`config.mk`:
```
export PLATFORM = sky130hd
export DESIGN_NAME = reg_bank_read
export DESIGN_NICKNAME = d
export VERILOG_FILES = /design/src/rtl/reg_bank_read.sv
export SDC_FILE = /design/constraint.sdc
export NUM_CORES = 2
export LEC_CHECK = 0
export CORE_ASPECT_RATIO = 1.1
export CORE_MARGIN = 1
export CORE_UTILIZATION = 45
export DETAILED_ROUTE_END_ITERATION = 16
export DONT_BUFFER_PORTS = 1
export PLACE_DENSITY = 0.67
export SYNTH_ARGS = -nofsm -noshare
export SYNTH_HDL_FRONTEND = slang
export SYNTH_SLANG_ARGS = --single-unit
```
`constraint.sdc`:
```
create_clock -name clk -period 4.74 [get_ports clk]
set_input_delay 0.711 -clock clk [delete_from_list [all_inputs] [get_ports clk]]
set_output_delay 0.711 -clock clk [all_outputs]
set_load 0.02 [all_outputs]
```
`src/rtl/reg_bank_read.sv`:
```
// 32-entry GPR bank with two registered read ports (rs, rt); read latency 1 clock, one read per clock.
// No backpressure: a read request always completes on the next edge, and writes to the same index bypass into that read.
module reg_bank_read #(
  parameter int DATA_W   = 32,
  parameter int ADDR_W   = 5,
  parameter int SP_INDEX = 29,
  parameter int SP_RESET = 227
) (
  input  logic              clk,
  input  logic              reset,
  input  logic              we,
  input  logic [ADDR_W-1:0] wr_addr,
  input  logic [DATA_W-1:0] wr_data,
  input  logic              rd_en,
  input  logic [ADDR_W-1:0] rs_addr,
  input  logic [ADDR_W-1:0] rt_addr,
  output logic [DATA_W-1:0] rs_data,
  output logic [DATA_W-1:0] rt_data,
  output logic              rd_valid
);

  localparam int DEPTH = 2 ** ADDR_W;

  logic [DATA_W-1:0] regs [DEPTH];
  logic [DATA_W-1:0] rs_next;
  logic [DATA_W-1:0] rt_next;
  logic              wr_commit;

  // Index 0 is hardwired to zero: never written, never bypassed.
  assign wr_commit = we && (wr_addr != '0);

  always_comb begin
    rs_next = '0;
    if (rs_addr != '0) begin
      rs_next = (wr_commit && (wr_addr == rs_addr)) ? wr_data : regs[rs_addr];
    end
  end

  always_comb begin
    rt_next = '0;
    if (rt_addr != '0) begin
      rt_next = (wr_commit && (wr_addr == rt_addr)) ? wr_data : regs[rt_addr];
    end
  end

  always_ff @(posedge clk) begin
    if (reset) begin
      for (int i = 0; i < DEPTH; i++) begin
        regs[i] <= (i == SP_INDEX) ? DATA_W'(SP_RESET) : '0;
      end
    end else if (wr_commit) begin
      regs[wr_addr] <= wr_data;
    end
  end

  always_ff @(posedge clk) begin
    if (reset) begin
      rs_data  <= '0;
      rt_data  <= '0;
      rd_valid <= 1'b0;
    end else begin
      rd_valid <= rd_en;
      if (rd_en) begin
        rs_data <= rs_next;
        rt_data <= rt_next;
      end
    end
  end

endmodule

```
==> key figures <==
Outcome
  – Status: complete, but fails checks
  – Failing checks: slew limit, setup timing

Timing
  – Final WS setup: -0.514 ns
  – Final Critical Period: 5.25 ns
  – Final setup fails: 6
  – Worst Tran Pin Value: roughly 3.8 ns
  – Slew HR: -155%
  – Total Neg Setup Slack: -1.00 ns
  – Endpoints failing hold: 0
  – Fin crit share: 111%
  – Final Max Tran Viols: 330
  – Max Fclk: between 150 and 200 MHz
  – Setup Skew: 0.0220 ns
  – Unrepaired setup endpoints after global routing: no
  – Hold WS: approximately 0.11 ns

Critical path
  – Worst reg-to-reg path cell count: 5
  – CP Capture Type: flop
  – Launching element of the worst setup path: rs_addr[0]
  – Reg-to-Reg Start: regs[4][14]
  – Reg-to-Reg End: rs_data[14]
  – CP Data Arrival Time: 5.86 ns
  – R2r setup slk: between 2 and 2.5 ns
  – Required time worst endpoint: ~5.3 ns
  – Critical path class: input pin to flop
  – Crit start category: input pin
  – Crit path to: rs_data[14]
  – Max FO, Critical Path: 390

Final layout
  – Fin cells: 5,668
  – Layout Nets: 3,969
  – Most common cell after layout, fill and taps aside: edfxtp_1
  – Synth-to-Final Area Change: 9.21%
  – Fraction of final layout cells with drive strength greater than 1: 16.5%
  – Layout fillers: 10,474
  – Finished Core Util: between 40% and 50%
  – Commonest cells after routing, fill and taps aside: edfxtp_1 (1,024), and2_1 (1,019), mux2i_1 (392), mux4_2 (316), a22oi_1 (227)

Logic synthesis
  – XOR/XNOR Fraction of Synth Area: 0.153%
  – Asr flop ratio synth: 0%
  – Mux contribution to synthesized area: approximately 19%
  – Avg Inst Size Synth: 13.9 µm²
  – Syn Inst Count: 4,121
  – Sequential area share after synthesis: 56.2%
  – Largest family of logic cells by synthesized area: multiplexers
  – EDFF count, synth: a little over 1,000
  – Synthesized cell area: 0.0571 mm²
  – Synth warn: 0
  – Synth Flop Type: edfxtp_1
  – Post-synthesis simple-gate area fraction: 13.4%
  – Synth Register Bits: ~1,100
  – Synth cell types: between 40 and 50
  – Synth Area in Adders: 0%
  – Synth Area in Compound Gates: 7.68%

CTS
  – Hold-fix buffers at CTS: 0
  – TritonCTS clock tree: built
  – H-tree Lvls: 3
  – Post-CTS setup buffers: 0
  – Root Buffer Master: clkbuf_16
  – CTS sink count: 1,089
  – Inserted Clock Buffers: 107
  – Post-cts sizing count: 0
  – Clk Latency, worst-skew pair: between 0.7 and 0.8 ns
  – Worst-path clk slew: 0.06 ns
  – Deepest clock path buffer count: 3

Floorplan
  – Die height: approximately 380 µm
  – Top-level I/O count: 116
  – Starting Density: 45.5%
  – Core Region: between 0.1 and 0.15 mm²
  – Die ar.: about 0.13 mm²
  – Die W: 342 µm
  – Num rows: ~140

Pwr
  – Leak: 0.0217 µW
  – Worst vdd ir: 318 µV
  – Pwr/cell area: 354 mW/mm²

Detailed routing
  – DRC: 0
  – DR iter-0 viols: 4,816
  – DR pass1 iterations: 6
  – Vias: roughly 37,000
  – Routed vias/inst: about 6.5
  – Routed length per placed instance: about 33 µm
  – Routed WL: 185,000 µm
  – Final ANT Viol Nets: 0

Hold path
  – HP Class: input pin to flop

Placed design
  – IO Port Bufs: 0
  – Placed insts: 5,465
  – Final HPWL DP: 105,000 µm
  – GP Congestion: 0.854
  – Post-place setup slack: 1.39 ns

Global route
  – Initial antenna violation count: 10
  – Total gr overflow: 0
  – Number of global-route vias before repair: 36,518
  – First-pass GRT wire length: 263,000 µm
  – All-layer global routing usage: between 20% and 30%
  – Largest net degree at the start of global routing: about 390

Run
  – Max-cap violations: 0
[per-layer routing]
layer / wire [µm] / vias up / track usage [%]
met5: 56 / - / 0
li1: - / 15281 / -
met4: 6420 / 8 / 10.1
met3: 22600 / 412 / 8.56
met1: 69300 / 18932 / 37.4
met2: 86200 / 2177 / 44.9
[stage by stage]
step | total power (µW) | area, µm²
detailed placement | 13600 | 58900
global placement | 13500 | 58900
floorplan | 13100 | 57200
finish | 22000 | 62300
CTS | 22000 | 62300
global route | 22500 | 62300
[final cells by class]
cell class	instances	area [µm²]	area share (%)
Sequential cell	1089	32100	51.4
Multi-Input combinational cell	2623	24000	38.4
Clock buffer	150	3040	4.87
Tap cell	1656	2070	3.32
Timing Repair Buffer	95	801	1.28
Clock inverter	50	407	0.652
Inverter	2	7.51	0.0120
Antenna cell	3	7.51	0.0120
[state kept, by name (all words and copies together), names as in the netlist]
register,count
rd_valid,1
rs_data,32
rt_data,32
regs,1024
[cell usage after synthesis, drive strengths merged, types with 62 or more instances]
library cell / instances / share of area [%]
nor2: 68 / 0.45
clkbuf: 307 / 2.0
nor2b: 68 / 0.75
a22oi: 227 / 3.0
mux4: 316 / 12
a21oi: 130 / 1.1
mux2i: 392 / 6.9
buf: 131 / 1.2
o21ai: 64 / 0.56
a211oi: 62 / 0.82
a221oi: 64 / 0.98
edfxtp: 1024 / 54
and2: 1023 / 11
dfxtp: 65 / 2.3
[cell families after synthesis]
| group | after synthesis |
|---|---|
| AND/OR/NAND/NOR | 1255 |
| flip-flops | 1089 |
| multiplexers | 708 |
| AO/OA/AOI/OAI | 618 |
| buffers and inverters | 440 |
| XOR/XNOR | 10 |
| other | 1 |
[critical path, stage by stage]
cell,delay (ns)
mux4_2,1.77
nor2b_1,0.17
a211oi_1,0.84
nor3_1,0.26
a221o_1,0.35
[power breakdown]
part | switching (µW) | internal (µW) | leakage (µW)
sequential | 406 | 11100 | 0.0103
combinational | 1040 | 966 | 0.00972
clock | 3780 | 4790 | 0.00171
total | 5220 | 16800 | 0.0217
[worst min path at each step]
stage	cells past startpoint	start	end	slack, ns
after global routing	0	reset	regs[0][22]	0.09
after detailed placement	2	rs_data[14]	rs_data[14]	0.73
after CTS	0	reset	regs[0][22]	0.08
after global placement	2	rs_data[19]	rs_data[19]	0.73
final	0	reset	regs[0][22]	0.11
after floorplan	2	rs_data[10]	rs_data[10]	0.68
Note: power is estimated with default switching activity, not from simulation.
